[src/rtl/alu_pkg.sv]
// Shared ALU types: opcode encoding, flag bundle and carry-in constants.
// Used by the adder/subtractor, the ALU top and the bench.
package alu_pkg;

  typedef enum logic [1:0] {
    ALU_ADD = 2'b00,
    ALU_SUB = 2'b01,
    ALU_ADC = 2'b10,
    ALU_SBC = 2'b11
  } alu_op_e;

  typedef struct packed {
    logic c;
    logic v;
    logic z;
    logic n;
  } alu_flags_t;

  localparam logic CIN_ADD = 1'b0;
  localparam logic CIN_SUB = 1'b1;

endpackage

[src/rtl/cla_slice.sv]
// Combinational SEG-bit carry-lookahead slice. Each carry is formed directly
// from generate/propagate terms and the slice carry-in.
module cla_slice #(
  parameter int unsigned SEG = 4
) (
  input  logic [SEG-1:0] a,
  input  logic [SEG-1:0] b,
  input  logic           cin,
  output logic [SEG-1:0] sum,
  output logic           cout,
  output logic           c_msb_in
);

  logic [SEG-1:0] g;
  logic [SEG-1:0] p;
  logic [SEG:0]   c;
  logic           prod;

  always_comb begin
    g    = a & b;
    p    = a ^ b;
    c    = '0;
    prod = 1'b0;
    c[0] = cin;
    // c[i+1] = g[i] | p[i]g[i-1] | p[i]p[i-1]g[i-2] | ... | p[i..0]cin
    for (int i = 0; i < int'(SEG); i++) begin
      c[i+1] = g[i];
      prod   = p[i];
      for (int j = i - 1; j >= 0; j--) begin
        c[i+1] = c[i+1] | (prod & g[j]);
        prod   = prod & p[j];
      end
      c[i+1] = c[i+1] | (prod & cin);
    end
    sum = p ^ c[SEG-1:0];
  end

  assign cout     = c[SEG];
  assign c_msb_in = c[SEG-1];

endmodule

[src/rtl/addsub_pipe.sv]
// Pipelined carry-lookahead adder/subtractor: one SEG-bit slice per stage,
// global stall flow control, tag carried alongside each operation.
module addsub_pipe
  import alu_pkg::*;
#(
  parameter int unsigned WIDTH = 16,
  parameter int unsigned SEG   = 4,
  parameter int unsigned TAG_W = 4
) (
  input  logic             clk,
  input  logic             rst_n,
  input  logic             in_valid,
  output logic             in_ready,
  input  alu_op_e          in_op,
  input  logic [WIDTH-1:0] in_a,
  input  logic [WIDTH-1:0] in_b,
  input  logic             in_cin,
  input  logic [TAG_W-1:0] in_tag,
  output logic             out_valid,
  input  logic             out_ready,
  output logic [WIDTH-1:0] out_sum,
  output alu_flags_t       out_flags,
  output logic [TAG_W-1:0] out_tag
);

  localparam int unsigned SEG_SAFE = (SEG >= 1) ? SEG : 1;
  localparam int unsigned STAGES   = (WIDTH / SEG_SAFE >= 1) ? WIDTH / SEG_SAFE : 1;

  if (SEG < 1 || (WIDTH % SEG_SAFE) != 0) begin : gen_cfg_check
    $fatal(1, "addsub_pipe: WIDTH (%0d) must be a non-zero multiple of SEG (%0d)", WIDTH, SEG);
  end

  logic             advance;
  logic [WIDTH-1:0] b_eff;
  logic             cin0;

  assign advance  = !out_valid || out_ready;
  assign in_ready = advance;

  always_comb begin
    b_eff = in_b;
    cin0  = CIN_ADD;
    unique case (in_op)
      ALU_ADD: begin
        b_eff = in_b;
        cin0  = CIN_ADD;
      end
      ALU_SUB: begin
        b_eff = ~in_b;
        cin0  = CIN_SUB;
      end
      ALU_ADC: begin
        b_eff = in_b;
        cin0  = in_cin;
      end
      ALU_SBC: begin
        b_eff = ~in_b;
        cin0  = in_cin;
      end
    endcase
  end

  for (genvar s = 0; s < STAGES; s++) begin : gen_stage
    // Operand bits not yet consumed, starting at bit s*SEG.
    localparam int unsigned RI = WIDTH - s * SEG;
    localparam int unsigned SW = (s + 1) * SEG;

    logic             vld_q;
    logic             cy_q;
    logic             zero_q;
    logic [SW-1:0]    sum_q;
    logic [TAG_W-1:0] tag_q;

    logic             v_in;
    logic             c_in;
    logic             z_in;
    logic [RI-1:0]    a_in;
    logic [RI-1:0]    b_in;
    logic [TAG_W-1:0] tag_in;
    logic [SW-1:0]    sum_nx;
    logic [SEG-1:0]   sl_sum;
    logic             sl_cout;
    logic             sl_cmsb;

    if (s == 0) begin : gen_head
      assign v_in   = in_valid;
      assign c_in   = cin0;
      assign z_in   = 1'b1;
      assign a_in   = in_a;
      assign b_in   = b_eff;
      assign tag_in = in_tag;
      assign sum_nx = sl_sum;
    end else begin : gen_body
      assign v_in   = gen_stage[s-1].vld_q;
      assign c_in   = gen_stage[s-1].cy_q;
      assign z_in   = gen_stage[s-1].zero_q;
      assign a_in   = gen_stage[s-1].gen_fwd.a_q;
      assign b_in   = gen_stage[s-1].gen_fwd.b_q;
      assign tag_in = gen_stage[s-1].tag_q;
      assign sum_nx = {sl_sum, gen_stage[s-1].sum_q};
    end

    cla_slice #(
      .SEG(SEG)
    ) u_slice (
      .a       (a_in[SEG-1:0]),
      .b       (b_in[SEG-1:0]),
      .cin     (c_in),
      .sum     (sl_sum),
      .cout    (sl_cout),
      .c_msb_in(sl_cmsb)
    );

    always_ff @(posedge clk or negedge rst_n) begin
      if (!rst_n) begin
        vld_q  <= 1'b0;
        cy_q   <= 1'b0;
        zero_q <= 1'b0;
        sum_q  <= '0;
        tag_q  <= '0;
      end else if (advance) begin
        vld_q  <= v_in;
        cy_q   <= sl_cout;
        zero_q <= z_in & ~|sl_sum;
        sum_q  <= sum_nx;
        tag_q  <= tag_in;
      end
    end

    if (s < STAGES - 1) begin : gen_fwd
      logic [RI-SEG-1:0] a_q;
      logic [RI-SEG-1:0] b_q;

      always_ff @(posedge clk or negedge rst_n) begin
        if (!rst_n) begin
          a_q <= '0;
          b_q <= '0;
        end else if (advance) begin
          a_q <= a_in[RI-1:SEG];
          b_q <= b_in[RI-1:SEG];
        end
      end
    end

    if (s == STAGES - 1) begin : gen_tail
      logic cmsb_q;

      always_ff @(posedge clk or negedge rst_n) begin
        if (!rst_n) begin
          cmsb_q <= 1'b0;
        end else if (advance) begin
          cmsb_q <= sl_cmsb;
        end
      end
    end
  end

  assign out_valid = gen_stage[STAGES-1].vld_q;
  assign out_sum   = gen_stage[STAGES-1].sum_q;
  assign out_tag   = gen_stage[STAGES-1].tag_q;
  assign out_flags = '{
    c: gen_stage[STAGES-1].cy_q,
    v: gen_stage[STAGES-1].gen_tail.cmsb_q ^ gen_stage[STAGES-1].cy_q,
    z: gen_stage[STAGES-1].zero_q,
    n: gen_stage[STAGES-1].sum_q[WIDTH-1]
  };

endmodule

[config.mk]
export PLATFORM = sky130hd
export DESIGN_NAME = addsub_pipe
export DESIGN_NICKNAME = d
export VERILOG_FILES = /design/src/rtl/alu_pkg.sv /design/src/rtl/cla_slice.sv /design/src/rtl/addsub_pipe.sv
export SDC_FILE = /design/constraint.sdc
export NUM_CORES = 1
export LEC_CHECK = 0
export BUFFER_PORTS_ARGS = -buffer_cell sky130_fd_sc_hd__buf_2
export CAP_MARGIN = 40
export CORE_MARGIN = 2
export CORE_UTILIZATION = 45
export CTS_BUF_LIST = sky130_fd_sc_hd__clkbuf_8
export CTS_CLUSTER_SIZE = 30
export DETAILED_ROUTE_END_ITERATION = 6
export GPL_ROUTABILITY_DRIVEN = 1
export PLACE_DENSITY_LB_ADDON = 0.1
export REMOVE_ABC_BUFFERS = 1
export SETUP_SLACK_MARGIN = 0.05
export SLEW_MARGIN = 20
export SYNTH_ARGS = -nofsm -noshare
export SYNTH_HDL_FRONTEND = slang
export SYNTH_SLANG_ARGS = --single-unit
export TNS_END_PERCENT = 10
[constraint.sdc]
create_clock -name clk -period 3.4 [get_ports clk]
set_input_delay 0.68 -clock clk [delete_from_list [all_inputs] [get_ports clk]]
set_output_delay 0.68 -clock clk [all_outputs]
set_load 0.05 [all_outputs]
# Word-level counts from Yosys, hierarchy flattened
# Cells that the tools add are included.
[op_classes]
eq_ne = 3
n_reduce_logical = 14
n_bitwise = 121
n_mux = 2
[op_table]
columns = ["op", "n"]
rows = [
  ["$and 1x1->1", 67],
  ["$or 1x1->1", 40],
  ["$pmux 16 s2", 1],
  ["$xor 4x4->4", 8],
  ["$and 4x4->4", 4],
  ["$not 16->16", 1],
  ["$reduce_or 4->1", 4],
  ["$reduce_or 2->1", 3],
  ["$logic_not 1->1", 5],
  ["$eq 2x2->1 const B", 2],
  ["$pmux 1 s3", 1],
  ["$eq 2x1->1 const B", 1],
  ["$logic_not 2->1", 1],
  ["$logic_or 1x1->1", 1],
  ["$xor 1x1->1", 1],
]
[totals]
output_inout_bits = 26
word_cells = 167
ff_bits = 117
inputBits = 43

# Longest topological paths before layout
[logic_depth]
depth_word = 11
ltp_mapped = 9
depth_no_buf = 7

# By module
# From an unflattened synthesis, not the netlist that was laid out.
[unflattened]
hier_cells = 342
area_unflattened_um2 = 5235.0
[modules_own_cells]
columns = ["mod", "cells_per_inst", "area_each_um2", "n_inst", "seq_area_each_um2"]
rows = [
  ["addsub_pipe", 282, 4659.5, 1, 2927.8],
  ["cla_slice (gen_stage[1].u_slice ...)", 14, 140.1, 3, 0.0],
  ["cla_slice (gen_stage[0].u_slice)", 18, 155.1, 1, 0.0],
]

# Worst setup path after synthesis
# Ideal clock, no wire load.
[synth_timing]
path_kind = "in2reg"
from = "input in_op[0]"
to = "register gen_stage[0].zero_q"
required_time_ns = 3.334
n_path_buf = 2
path_slack_ns = 0.838
stages = 9
arrival_ns = 2.496
setup_ns = 0.066
path_cell_list = "buf_6 buf_2 xor2_1 ha_1 and3_1 a22o_1 or3_1 nand2_1 a32o_2"
[synth_via]
elab_chain_len = 11
elab_cells_between_ends = 29
cone_classes = "3 x eq/ne; 2 x mux; 18 x bitwise; 6 x reduce/logical"
[synth_lines]
columns = ["item", "line_no", "rtl"]
rows = [
  ["from (decl)", "addsub_pipe.sv:14", "input alu_op_e in_op,"],
  ["$eq 2x2->1 (tied with other cells)", "addsub_pipe.sv:43", "unique case (in_op)"],
  ["$reduce_or 2->1 (no line)", "n/a", ""],
  ["$pmux 16 s2", "addsub_pipe.sv:43", ""],
  ["$xor 4x4->4 or $and 4x4->4 (tied branches)", "cla_slice.sv:21, cla_slice.sv:20", ""],
  ["$and 1x1->1 (on tied branches)", "cla_slice.sv:30, cla_slice.sv:31", ""],
  ["$or 1x1->1 (tied with other cells)", "cla_slice.sv:30", "c[i+1] = c[i+1] | (prod & g[j]);"],
  ["$or 1x1->1 or $and 1x1->1 (tied branches)", "cla_slice.sv:30, cla_slice.sv:33", ""],
  ["$or 1x1->1", "cla_slice.sv:33", "c[i+1] = c[i+1] | (prod & cin);"],
  ["$xor 4x4->4 *", "cla_slice.sv:35", "sum = p ^ c[SEG-1:0];"],
  ["$reduce_or 4->1 *", "addsub_pipe.sv:124", "zero_q <= z_in & ~|sl_sum;"],
  ["$logic_not 1->1 *", "addsub_pipe.sv:124", ""],
  ["to (signal assigned)", "addsub_pipe.sv:124", ""],
  ["to (decl)", "addsub_pipe.sv:70", "logic zero_q;"],
]
# Mark *: on every way between the ends. The rest lies on a longest branch, timed or not.
# A chain may end at the register's enable or synchronous reset.

# Worst setup path in the final report
# Ends and elaborated chain as after synthesis.

==> summary.txt <==
Outcome -> finished clean
Time the final worst path needs with I/O delays and setup -> 2.30 ns
Final hold vios -> 0
Number of enable flip-flop cells after synthesis -> 0
Series of cell instances along the critical path -> buf_2, xor2_1, ha_1, and3_1, a22o_1, o21ai_1, nand2_1, a32o_2
Worst Setup Start Kind -> input pin
Post-route clock period utilization -> 67.6%
First-pass GRT wire length -> 16.5 mm
Cell Area, Synth -> 5110 sq um
Proportion of layout cells with a drive suffix above 1 -> 16.3%
Total number of nets in the final design -> 680
Pwr Density -> 960 nW/um^2
Die W -> 111 um
Core region area -> 10,900 sq um
CP endpoint kind -> flip-flop
Global route overflow -> 0
Portion of total power attributed to sequential cells -> 40.7%
Largest delay contributor family on the critical path -> compound AO/OA/AOI/OAI gates
Fraction of the yosys area taken by sequential cells -> 57.3%
Final Max Tran Viols -> 0
Count of TritonRoute iterations in the first routing pass -> 4
Highest-count cells in the layout ignoring fill and taps -> 265 x nand2_1, 117 x dfrtp_1, 67 x buf_2
Clock-pin transition on the worst setup and hold timing paths -> 0.06 ns
WS Path Type -> input pin to flip-flop
First-iteration detailed-routing DRC count -> 160
Arrival time reported for the critical path endpoint -> 2.62 ns
Total of cells resized after clock tree synthesis -> 0
Final design area excluding fillers -> 5890 sq um
Count of non-filler cells in the finished layout -> 767
Worst relative slew slack -> 56.5%
Overall Global Routing Usage -> 16.9%
Initial antenna violation count -> 0
Pint -> 3320 uW
Static leakage -> 0.00313 uW
Post-DP HPWL -> 5.96 mm
Signed area change from the synthesized netlist to the final layout -> 15.2%
# H-tree levels -> 4
Most frequent standard cell in the layout excluding fill and tap cells -> nand2_1
Post-route total power -> 5650 uW
Aggregate routed wire length -> 9.32 mm
Slew at the pin closest to its max-slew limit -> 0.652 ns
Largest net degree at the start of global routing -> 127
Placer Congestion -> 0.718
Data required time of the worst path -> 3.72 ns
Instance area after placement -> 5560 sq um
Worst-skew pair later-pin latency -> 0.43 ns
Number of instances in the synthesized netlist -> 554
Asr flop ratio synth -> 100%
Hold buffer count at CTS -> 0
Net switching share of the total power -> 41.2%
Routed vias -> 3,591
Post-route DRC -> 0
Routed wire per std cell -> 12.1 um
Unique cell type count in the Yosys netlist -> 37
Cell Count Post-Placement -> 737
Root buffer cell -> clkbuf_8
Maximum fanout count along the critical path -> 17
Timing-limited maximum frequency -> 435 MHz
Vias in the first global route -> 3,609
Clock tree from TritonCTS -> yes
Count of synthesis-stage warnings from yosys -> 0
Final-report setup violation count -> 0
Antenna Cells -> 0
Slowest cell delay on critical path -> 0.41 ns
Highest ir drop seen on vdd -> 507 uV
Clock group share of total power -> 18.9%
Worst path bufs/invs -> 1
Post-synth top flop -> dfrtp_1
Initial Util -> 46.7%
Final worst clock skew -> 0.00592 ns
Buffers inserted during post-CTS setup optimization -> 0
Total CTS buffers -> 17
RSZ-0062 raised after global routing -> no
Number of ports placed on the die boundary -> 69
Class of the most critical hold timing path -> input pin to asynchronous set/reset pin
Row Count -> 38
Flops & latches, synth -> 117
Antenna viol nets, final -> 0
Worst reg2reg setup slack -> 1.65 ns
Total clock sinks -> 117
Number of vias per cell after detailed routing -> 4.68
Max Cap Viol -> 0
Maximum buffer depth of the clock tree -> 2
Average footprint of a synthesized cell -> 9.22 sq um
Switching power total -> 2330 uW
Chip height -> 111 um
Count of buffers from port buffering -> 68
Cell at the slowest stage of the critical path -> buf_2
Share of total power in combinational logic -> 40.4%
Floorplan die area -> 12,200 sq um
-- logic make-up (layout without fill, tap and decap cells) --
kind of cell,after synthesis,after routing,synth area share (%)
flops,117,117,57.3
xor+xnor,28,28,4.80
buf+inv,39,112,3.33
compound gates,59,59,6.81
simple gates,289,289,21.7
mux,1,1,0.294
fa+ha+maj,21,21,5.73
-- worst paths after layout --
| check | to | cells after the start | start |
|---|---|---|---|
| min | out_sum[9] | 1 | rst_n |
| max reg2reg | gen_stage[1].cy_q | 6 | gen_stage[0].gen_fwd.a_q[0] |
| max in group asynchronous | out_sum[3] | 2 | rst_n |
| min reg2reg | out_sum[0] | 2 | out_sum[0] |
| min in group clk | gen_stage[0].gen_fwd.a_q[11] | 3 | in_a[15] |
| max | gen_stage[0].zero_q | 8 | in_op[0] |
-- power by group through the flow --
stage	clock network (uW)	registers [uW]	logic, uW
6_report	1070	2300	2280
5_1_grt	1170	2390	2580
4_1_cts	1110	2310	2330
3_5_place_dp	0	2330	2320
3_3_place_gp	0	2310	2260
2_1_floorplan	0	2740	1360
-- cell type report --
cell class / count / area [sq um]
timing repair buffer: 73 / 405
clock inverter: 12 / 77.6
clock buffer: 18 / 248
multi-input combinational: 398 / 2020
tap: 140 / 175
sequential: 117 / 2930
inverter: 9 / 35.0
fill: 1056 / 5050
-- flip-flops by register name, summed over array words and instances (netlist names) --
register,flops
gen_stage.cy_q,4
gen_stage.gen_fwd.a_q,24
gen_stage.gen_fwd.b_q,24
gen_stage.gen_tail.cmsb_q,1
gen_stage.sum_q,24
gen_stage.tag_q,12
gen_stage.vld_q,3
gen_stage.zero_q,4
out_sum,16
out_tag,4
out_valid,1
-- worst register-to-register path: cells and delay by family (launching register included) --
kind | cells | cell delay (ns)
flops | 1 | 0.39
fa+ha+maj | 1 | 0.29
compound gates | 5 | 0.94
-- stage by stage --
step | utilization, % | setup slack (ns) | hold WS, ns | setup TNS [ns]
2_1_floorplan | - | -4.35 | 0.384 | -437.86
3_3_place_gp | 50.8 | 0.703 | 0.443 | 0
3_5_place_dp | 50.8 | 0.640 | 0.451 | 0
4_1_cts | 53.8 | 1.11 | 0.283 | 0
5_1_grt | 53.8 | 0.991 | 0.310 | 0
6_report | 53.8 | 1.10 | 0.261 | 0
-- synth_stat cells, types with 2 or more instances --
master / instances / area [sq um]
nand2_1: 265 / 995
dfrtp_1: 117 / 2930
o21ai_0: 25 / 125
ha_1: 17 / 213
xnor2_1: 17 / 149
clkbuf_1: 15 / 56.3
a21oi_1: 14 / 70.1
nor2_1: 13 / 48.8
xor2_1: 11 / 96.3
inv_1: 8 / 30.0
buf_1: 7 / 26.3
a21o_1: 6 / 45.0
buf_2: 4 / 20.0
fa_1: 4 / 80.1
buf_4: 3 / 22.5
a211oi_1: 2 / 15.0
a22oi_1: 2 / 15.0
and3_1: 2 / 12.5
nand4_1: 2 / 12.5
nor3_1: 2 / 10.0
o21a_1: 2 / 15.0
-- routing by layer --
metal | GRT usage (%) | routed length [um]
met5 | 0 | 0
met4 | 8.25 | 205
met3 | 5.05 | 340
met2 | 26.8 | 4290
met1 | 21.1 | 4480
Power figures use the tool's default switching activity.
